### config.mk
export PLATFORM = sky130hd
export DESIGN_NAME = bcd_to_binary_seq
export DESIGN_NICKNAME = d
export VERILOG_FILES = /design/src/rtl/bcd_to_binary_seq.sv
export SDC_FILE = /design/constraint.sdc
export NUM_CORES = 1
export LEC_CHECK = 0
export CAP_MARGIN = 15
export CORE_MARGIN = 8
export CORE_UTILIZATION = 45
export CTS_BUF_LIST = sky130_fd_sc_hd__clkbuf_16
export DETAILED_ROUTE_END_ITERATION = 8
export PLACE_DENSITY_LB_ADDON = 0.08
export REMOVE_ABC_BUFFERS = 1
export SETUP_SLACK_MARGIN = 0.5
export SYNTH_ARGS = -nofsm -noshare
export SYNTH_HDL_FRONTEND = slang
export SYNTH_SLANG_ARGS = --single-unit
export TNS_END_PERCENT = 100
### constraint.sdc
create_clock -name clk -period 1.7 [get_ports clk]
set_input_delay 0.34 -clock clk [delete_from_list [all_inputs] [get_ports clk]]
set_output_delay 0.34 -clock clk [all_outputs]
set_load 0.1 [all_outputs]
### src/rtl/bcd_to_binary_seq.sv
// Sequential 3-digit BCD (000..399) to binary converter using reverse double-dabble.
// One shift/correct iteration per clock; start/busy/done handshake with overflow and digit-error flags.
module bcd_to_binary_seq #(
  parameter bit SATURATE = 1'b1
) (
  input  logic       clk,
  input  logic       rst,
  input  logic       start,
  input  logic [1:0] hundreds,
  input  logic [3:0] tens,
  input  logic [3:0] ones,
  output logic       busy,
  output logic       done,
  output logic [7:0] result,
  output logic       ovf,
  output logic       err,
  output logic [1:0] state_dbg
);

  // Handshake: start is sampled only in IDLE and never queued; busy is high on
  // every iteration cycle; done is a one-cycle pulse and result/ovf/err are
  // valid in that cycle and hold until the next done pulse.
  typedef enum logic [1:0] {
    IDLE = 2'd0,
    CONV = 2'd1,
    DONE = 2'd2
  } state_t;

  state_t      state;
  state_t      state_nx;
  logic [18:0] w;
  logic [18:0] w_nx;
  logic [18:0] w_sr;
  logic [18:0] w_iter;
  logic [3:0]  cnt;
  logic [3:0]  cnt_nx;
  logic [7:0]  result_nx;
  logic        ovf_nx;
  logic        err_nx;
  logic        digits_ok;

  function automatic logic [3:0] adj3(input logic [3:0] d);
    adj3 = (d >= 4'd8) ? d - 4'd3 : d;
  endfunction

  // Working register: hundreds [18:17], tens [16:13], ones [12:9], binary [8:0].
  // Bits flow down through the fixed digit fields; the 2-bit hundreds field can
  // never reach 8 so it needs no correction.
  assign w_sr      = {1'b0, w[18:1]};
  assign w_iter    = {w_sr[18:17], adj3(w_sr[16:13]), adj3(w_sr[12:9]), w_sr[8:0]};
  assign digits_ok = (tens <= 4'd9) && (ones <= 4'd9);

  assign busy      = (state == CONV);
  assign done      = (state == DONE);
  assign state_dbg = state;

  always_comb begin
    state_nx  = state;
    w_nx      = w;
    cnt_nx    = cnt;
    result_nx = result;
    ovf_nx    = ovf;
    err_nx    = err;
    case (state)
      IDLE: begin
        if (start) begin
          w_nx   = {hundreds, tens, ones, 9'b0};
          cnt_nx = 4'd0;
          if (!digits_ok) begin
            state_nx  = DONE;
            result_nx = 8'h00;
            ovf_nx    = 1'b0;
            err_nx    = 1'b1;
          end else begin
            state_nx = CONV;
          end
        end
      end
      CONV: begin
        w_nx   = w_iter;
        cnt_nx = cnt + 4'd1;
        if (cnt == 4'd8) begin
          // Final iteration: the binary value is already in the low 9 bits.
          state_nx  = DONE;
          ovf_nx    = w_iter[8];
          err_nx    = 1'b0;
          result_nx = (w_iter[8] && SATURATE) ? 8'hFF : w_iter[7:0];
        end
      end
      DONE: begin
        state_nx = IDLE;
      end
      default: begin
        state_nx = IDLE;
      end
    endcase
  end

  always_ff @(posedge clk) begin
    if (rst) begin
      state  <= IDLE;
      w      <= '0;
      cnt    <= 4'd0;
      result <= 8'h00;
      ovf    <= 1'b0;
      err    <= 1'b0;
    end else begin
      state  <= state_nx;
      w      <= w_nx;
      cnt    <= cnt_nx;
      result <= result_nx;
      ovf    <= ovf_nx;
      err    <= err_nx;
    end
  end

endmodule

# ---- Word level (Yosys, flattened, before mapping)
# Index checks and enable logic that the tools add are counted.
dict set report op_classes {
  n_addsub 3
  multipliers 0
  div 0
  magnitude_cmp 4
  eq_ne 6
  n_shift 0
  n_mux 23
  bitwise_logic 0
  reduce_logical 6
}
# operator n
set ops {}
lappend ops {{19-bit case mux with 2 select lines} 1}
lappend ops {{8-bit two-way mux} 4}
lappend ops {{19-bit two-way mux} 1}
lappend ops {{8-bit case mux with 2 select lines} 1}
lappend ops {{4-bit two-way mux} 3}
lappend ops {{4-bit greater-or-equal comparator (second input constant)} 2}
lappend ops {{4-bit <= comparator (second input constant)} 2}
lappend ops {{4-bit case mux with 2 select lines} 1}
lappend ops {{4-bit by 2-bit subtractor with 4-bit output (second input constant)} 2}
lappend ops {{1-bit two-way mux} 6}
lappend ops {{2-bit two-way mux} 3}
lappend ops {{4-bit by 1-bit adder with 4-bit output (second input constant)} 1}
lappend ops {{4-bit equality test (second input constant)} 1}
lappend ops {{2-bit != test (second input constant)} 2}
lappend ops {{1-bit case mux with 2 select lines} 2}
lappend ops {{2-bit case mux with 2 select lines} 1}
lappend ops {{2-bit AND reduction} 2}
lappend ops {{4-bit AND reduction} 1}
lappend ops {{2-bit by 1-bit equality test with 1-bit output (second input constant)} 1}
lappend ops {{2-bit equality test (second input constant)} 1}
lappend ops {{2-bit zero test} 1}
lappend ops {{2-bit by 1-bit != test with 1-bit output (second input constant)} 1}
lappend ops {{2-bit nonzero test} 1}
lappend ops {{1-bit logical AND} 1}
dict set report totals {
  regBits 35
  latchBits 0
  ramBits 0
  mem_bits_ro 0
  input_bits 13
  output_inout_bits 14
  wordCells 48
  mem_count 0
}

# ---- Longest topological paths before layout
# Gate-level depths: netlist (run 1).
dict set report logic_depth {
  depth_word 5
  depth_mapped 6
  ltp_nobuf 6
}

# ---- Worst setup path before layout (run 1)
# OpenSTA, ideal clock, no wires.
dict set report synth_timing {
  kind {register to output}
  start {register state[1], in the netlist state_dbg[1]}
  end {output port done}
  arrival_ns 2.662
  required_ns 1.360
  slack_ns -1.302
  stages_incl_launch_ff 3
  n_path_buf 1
  path_cell_list {dfxtp_1 > buf_2 > nor2b_1}
}
dict set report synth_between {
  elab_chain_cells 1
}
# item line
set synth_lines {}
lappend synth_lines {{start, declared} 29} ;# state_t state;
lappend synth_lines {{start signal, assigned} 108} ;# state <= state_nx;
lappend synth_lines {{2-bit equality test} 54} ;# assign done = (state == DONE);
lappend synth_lines {{end, declared} 13} ;# output logic done,
# Every way passes these cells.

# ---- Worst setup path in the final report (run 1)
dict set report layout_timing {
  start {register state[0], in the netlist state_dbg[0]}
  end {register result[5]}
}
dict set report layout_between {
  elab_chain_cells 3
  elab_cells_between_ends 8
  cone_classes {4 x eq/ne; 1 x mux; 3 x reduce/logical}
}
# item line
set layout_lines {}
lappend layout_lines {{2-bit by 1-bit equality test with 1-bit output / 2-bit zero test (equally long branches)} 64} ;# case (state)
lappend layout_lines {{2-bit by 1-bit != test with 1-bit output (no line) (tied with other cells)} --}
lappend layout_lines {{4-bit AND reduction (no line)} --}
lappend layout_lines {{end signal, assigned} 111} ;# result <= result_nx;
lappend layout_lines {{end, declared} 14} ;# output logic [7:0] result,
# Parallel ways exist; a longest one is shown, timed or not.
# A chain may end at the register's enable or synchronous reset.

==> key figures, run 1 <==
Outcome
  • Outcome: finished, final reports clean

Finish
  • Nets: 256
  • Finished Core Util: between 80% and 90%
  • Share of post-route cells with drive strength above 1: 48.3%
  • Most frequent cells in the layout: 22 x buf_4, 20 x dfxtp_1, 18 x nor2_1
  • Diodes inserted: 0
  • Area Overhead vs Synth: 77.9%
  • Register area: between 700 and 800 sq um
  • Fillers: 191
  • Commonest non-fill, non-tap cell in the layout: buf_4
  • Total area of multi-input combinational cells: roughly 1000 sq um

Synth
  • Post-synthesis sequential area ratio: 43.8%
  • Share of the synthesized area in the top cell type: a little over two fifths
  • Area contributors post-synth: dfxtp_1 44%, o21ai_0 8.4%, a22oi_1 5.3%, nor2_1 5.1%, ha_1 4.8%
  • Area leader, netlist: dfxtp_1
  • Synthesized instance count: roughly 180
  • Mean post-synth cell area: between 8 and 9 sq um
  • Synth Register Bits: 34
  • Synth cell types: 33
  • Synth warn: 0
  • Synthesized area: 1560 sq um

Floorplan
  • Die Y: 74.8 um
  • Core area: about 3300 sq um
  • Die ar.: 5590 sq um
  • Starting density of the core: between 40 and 50%
  • Ports: 27
  • Row cnt: 21
  • Die X: 74.8 um

Clock network
  • Clock sink count: 34
  • CTS tree: built
  • CTS Root Cell: clkbuf_16
  • H-tree lvl count: 2
  • CTS max path bufs: 2
  • Clock slew seen by the registers of the worst setup and hold paths: ~0.060 ns
  • TritonCTS buffer count: 5
  • Worst skew pair latency: ~0.28 ns

STA
  • Setup TNS: 0 ns
  • Pin slew with the least headroom to its limit: roughly 0.45 ns
  • Fmax: approximately 710 MHz
  • Hold_ws: 0.479 ns
  • Period utilization: 82.8%
  • Final min period: roughly 1.4 ns
  • Final setup viols: 0
  • RSZ-0062 raised after global routing: true
  • Relative slew slack: 69.7%
  • Pins Over Slew Limit: 0
  • Skew final: 0.00354 ns
  • Fin. Hold Viols: 0

Setup path
  • Crit-path cells: inv_1, or2_4, a31oi_4, o21ai_1
  • Crit Path Category: register to register
  • Critical path fanouts, max: 7
  • Nature of the critical path startpoint: register
  • Worst path required time: ~1.9 ns
  • CP max stage delay: between 0.4 and 0.5 ns
  • Worst Path Arrival: ~1.6 ns
  • Slowest stage cell, crit path: dfxtp_4
  • Crit end category: register

Pwr
  • Switching Power: approximately 0.70 mW
  • PD cells: 949 nW/um^2
  • Flop pwr share: ~34%
  • Clk pwr share: about 46%
  • Net Sw Frac: 26.7%
  • P_int: just under 2 mW
  • VDD IR-drop max: around 0.77 mV
  • Tot Pwr: 2.63 mW
  • Combinational share of power: 20.9%
  • Leak pwr: 1.04 nW

Global route
  • Vias in the first global route: approximately 1.6k
  • Initial antenna violation count: 0
  • All-layer global routing usage: 17.9%
  • Global-route wire length before repair: between 7 and 8 mm
  • Largest net degree at the start of global routing: 18
  • Grt total ovfl: 0

Min path
  • Worst min path class: register to register

Route
  • Remaining antenna violation count: 0
  • Avg WL per Cell: 18.5 um
  • Total number of vias: between 1.5k and 2k
  • Vias per cell: 5.69
  • DRC: 0
  • First-pass iteration count of the detailed router: 4
  • Drt total wl: around 5.2 mm
  • DRT iter0 DRCs: 72

Placed design
  • Dpl hpwl: roughly 2.8 mm
  • RD Place Congestion: between 0.7 and 0.8
  • Port-buffer cells: 26

Job
  • Max-cap violation count: 0
Yosys cell counts:
cell and n:
o21bai_2 1, nor2_1 21, a21oi_1 7, a32oi_1 1, nand3b_1 3, buf_4 1
nor3_1 1, nand2b_1 1, ha_1 6, nor2_4 1, a211oi_1 4, clkbuf_2 1
nand2b_2 1, nand3_1 1, clkbuf_1 3, a211o_1 1, a311oi_1 2, o21ai_0 26
or2_1 1, a221oi_1 4, nand2_1 8, buf_2 4, a2bb2oi_1 2, nor2b_1 4
nor3_2 1, a31oi_4 1, dfxtp_1 34, o221a_2 3, inv_2 1, inv_1 18
a22oi_1 11, xnor2_1 4, a2111oi_0 1
path summary, 6_finish.rpt:
check / end / cells after the start / startpoint / slack (ns)
min reg2reg: result[1] / 2 / result[1] / 0.48
max reg2reg: result[5] / 4 / state_dbg[0] / 0.29
max: result[5] / 4 / state_dbg[0] / 0.29
min: result[1] / 2 / result[1] / 0.48
final cells by class:
cell class | instances | share of cell area [%]
clock buffers | 5 | 4.52
clock inverters | 3 | 2.49
inverters | 19 | 2.76
multi-input cells | 119 | 37.8
flip-flops and latches | 34 | 25.4
well taps | 46 | 2.08
repair buffers | 58 | 25.0
power by group through the flow:
stage	Clock, mW	Sequential [mW]	Combinational, mW
finish	1.20	0.879	0.548
global route	1.24	0.882	0.575
CTS	1.20	0.871	0.456
detailed placement	0	0.890	0.359
global placement	0	0.888	0.351
floorplan	0	0.921	0.164
critical path, delay by kind of cell, from the launching register on:
family / cells / cell delay, ns
flops: 1 / 0.43
compound gates: 2 / 0.34
simple gates: 1 / 0.33
buf+inv: 1 / 0.18
stage by stage:
step                      setup WS, ns  instance area, sq um  std cells
after floorplan                  -1.21                  1510        170
after global placement          -0.122                  2090        256
after detailed placement        -0.178                  2090        256
after CTS                        0.281                  2540        278
after global routing             0.235                  2770        284
final                            0.293                  2770        284
logic make-up (layout without fill, tap and decap cells):
group	count (synthesis)	after routing	share of synthesized area, %
buffers and inverters	28	85	7.40
flip-flops	34	34	43.8
adder cells (fa/ha/maj)	6	6	4.83
AND/OR/NAND/NOR	43	44	13.4
XOR/XNOR	4	4	2.25
AO/OA/AOI/OAI	64	65	28.3
registers in the layout, indices dropped and copies added, names as in the netlist:
name,flops
w,18
result,8
cnt,4
state_dbg,2
err,1
ovf,1
timing repair:
item	CTS	global route
cloned	1	1
pin swaps	20	23
resized for setup	65	51
setup buffers	13	5
endpoints found under the setup margin	41	34
hold buffers	0	0
layer usage:
layer / part of all wire [%] / routed length [um] / global-route usage, % / up-vias
met5: 0 / 0 / 0 / -
li1: - / - / - / 751
met1: 40 / 2100 / 18.4 / 784
met4: 3.3 / 173 / 8.48 / 0
met3: 5.2 / 274 / 5.59 / 20
met2: 51 / 2700 / 32.2 / 61
Note: power is estimated with default switching activity, not from simulation.
==> inputs of run 2 (changes only) <==
==> constraint.sdc (replaced) <==
create_clock -name clk -period 1.2 [get_ports clk]
set_input_delay 0.24 -clock clk [delete_from_list [all_inputs] [get_ports clk]]
set_output_delay 0.24 -clock clk [all_outputs]
set_load 0.1 [all_outputs]
==> key figures, run 2 (same netlist as run 1, synthesis figures left out) <==
Outcome
  • Outcome: finished with violations
  • Failing checks: negative setup slack

STA
  • Pins Over Slew Limit: 0 (unchanged)
  • Setup slack after layout: -0.248 ns (-0.541 ns)
  • Relative slew slack: 69.5% (-0.25 points)
  • Pin slew with the least headroom to its limit: 0.457 ns (+0.00353 ns)
  • RSZ-0062 raised after global routing: true
  • Skew final: 0.00276 ns (-0.000779 ns)
  • Final setup viols: 27 (+27)
  • Final min period: 1.45 ns (+0.0408 ns)
  • Period utilization: 121% (+38 points)
  • Fmax: 691 MHz (-2.8%)
  • Fin. Hold Viols: 0 (unchanged)

Clock network
  • CTS Hold Buffers Added: 0 (unchanged)
  • CTS Root Cell: clkbuf_16
  • CTS max path bufs: 2 (unchanged)
  • TritonCTS buffer count: 5 (unchanged)
  • Worst skew pair latency: 0.28 ns (about the same)
  • Clock sink count: 34 (unchanged)
  • H-tree lvl count: 2 (unchanged)
  • CTS tree: built
  • Clock slew seen by the registers of the worst setup and hold paths: 0.05 ns (about the same)

Setup path
  • Critical path fanouts, max: 4 (-3)
  • Crit Path Category: register to register
  • Nature of the critical path startpoint: register
  • R2r worst-path depth: 8 (+4)
  • Worst Path Arrival: 1.66 ns (+0.09 ns)
  • R2R Setup Slk: -0.25 ns (-0.54 ns)
  • Crit end category: register
  • Critical R2R Capture: result[6]
  • RR Startpoint: cnt[0]
  • Worst path required time: 1.41 ns (-0.45 ns)

Floorplan
  • Ports: 27 (unchanged)
  • Core area: 3340 sq um (unchanged)
  • Starting density of the core: 46.6% (unchanged)
  • Die ar.: 5590 sq um (unchanged)
  • Row cnt: 21 (unchanged)
  • Die Y: 74.8 um (unchanged)
  • Die X: 74.8 um (unchanged)

Global route
  • Global-route wire length before repair: 8.00 mm (+5.2%)
  • Busiest grt layer: met2
  • M3 GR Usage: 5.86% (+0.27 points)
  • GRT met1 Usage: 19.4% (+0.95 points)
  • Initial antenna violation count: 0 (unchanged)
  • Met2 Use GR: 34.5% (+2.2 points)
  • Vias in the first global route: 1671 (+3.1%)
  • All-layer global routing usage: 19.0% (+1.1 points)
  • Grt total ovfl: 0 (unchanged)
  • Largest net degree at the start of global routing: 17 (-1)

Finish
  • Largest register FFs: 18 (unchanged)
  • Area Overhead vs Synth: 91.7%
  • Diodes inserted: 0 (unchanged)
  • Largest regs: w: 18 flops, result: 8 flops, cnt: 4 flops
  • Largest register by flop count: w
  • Most frequent cells in the layout: 29 x buf_4, 17 x dfxtp_1, 16 x nor2_1, 16 x buf_12, 14 x buf_6
  • Finished Core Util: 89.4% (+6.4 points)
  • Nets: 275 (+7.4%)
  • Commonest non-fill, non-tap cell in the layout: buf_4
  • Share of post-route cells with drive strength above 1: 59.5% (+11 points)

Route
  • DRT iter0 DRCs: 157 (+120%)
  • Total number of vias: 1742 (+7.8%)
  • DRC: 0 (unchanged)
  • Vias per cell: 5.75 (+1.0%)
  • Remaining antenna violation count: 0 (unchanged)
  • Avg WL per Cell: 19.7 um (+6.6%)
  • First-pass iteration count of the detailed router: 4 (unchanged)
  • Drt total wl: 5.97 mm (+14%)

Placed design
  • RD Place Congestion: 0.801 (+1.8%)
  • Dpl hpwl: 2.98 mm (+7.3%)
  • Port-buffer cells: 26 (unchanged)
  • Dpl ws: -0.581 ns (-0.404 ns)

Min path
  • Hold Crit Depth: 3 (+1)
  • Hold path start: tens[3]
  • Hold Path Sink: w[16]
  • Worst min path class: primary input to register

Pwr
  • Leak pwr: 1.13 nW (+8.7%)
  • VDD IR-drop max: 1.02 mV (+32%)
  • PD cells: 1130 nW/um^2 (+19%)

Job
  • Max-cap violation count: 0 (unchanged)
## run 2: changes by cell type in the layout (fill, tap and decap cells not counted), sizes merged
| cell | before | now |
|---|---|---|
| clkdlybuf4s15 | 1 | 0 |
| nor3 | 3 | 2 |
| inv | 18 | 20 |
| bufinv | 2 | 0 |
| buf | 46 | 65 |
| dlygate4sd2 | 6 | 8 |
## run 2: repair_timing
| item | 4_1_cts | 5_1_grt |
|---|---|---|
| gates cloned | 2 | 2 |
| setup buffers | 6 | 13 |
| resized for setup | 82 | 59 |
| endpoints found under the setup margin | 48 | 48 |
| hold endpoints to repair | 0 | 0 |
| pin swaps | 29 | 27 |
## run 2: how the worst max path moves through the flow
stage	cells after the start	slack, ns	from	to
after floorplan	1	-1.61	state_dbg[1]	done
after global placement	5	-0.54	tens[1]	result[0]
after detailed placement	5	-0.58	tens[3]	result[1]
after CTS	6	-0.15	cnt[0]	result[0]
after global routing	8	-0.34	cnt[0]	result[6]
final	8	-0.25	cnt[0]	result[6]
## run 2: area by class of cell
type	instances	area, sq um
clock buffers	5	125
clock inverters	3	12.5
fillers	133	355
inverters	19	76.3
multi-input cells	118	1070
flip-flops and latches	34	712
well taps	46	57.6
repair buffers	78	923
## run 2: per-stage QoR
step           hold WS, ns  setup TNS (ns)  instances  cell area [sq um]  total power [mW]
6_report             0.398           -2.81        303               2980              3.36
4_1_cts              0.366           -1.64        288               2620              3.14
3_5_place_dp         0.476          -12.48        272               2190              1.81
2_1_floorplan        0.309          -37.96        170               1510              1.54
3_3_place_gp         0.459          -11.49        272               2190              1.79
5_1_grt              0.444           -4.06        303               2980              3.46
## run 2: per-layer routing
metal	vias to the layer above	wire, um
met5	-	0
met4	0	294
met3	29	347
met2	76	3030
met1	855	2300
li1	782	-
## run 2: worst max-delay path: stages, from the launching register on
cell and delay (ns):
dfxtp_2 0.32, inv_2 0.06, ha_4 0.12, nand3b_1 0.14
buf_6 0.16, nor3_4 0.14, buf_2 0.18, o21ai_0 0.14
o21ai_1 0.11
## run 2: report_power, final
group | switching [mW] | internal [mW] | leakage [nW]
Clock | 0.467 | 0.749 | 0.0724
Combinational | 0.461 | 0.436 | 0.776
Sequential | 0.0697 | 1.17 | 0.285
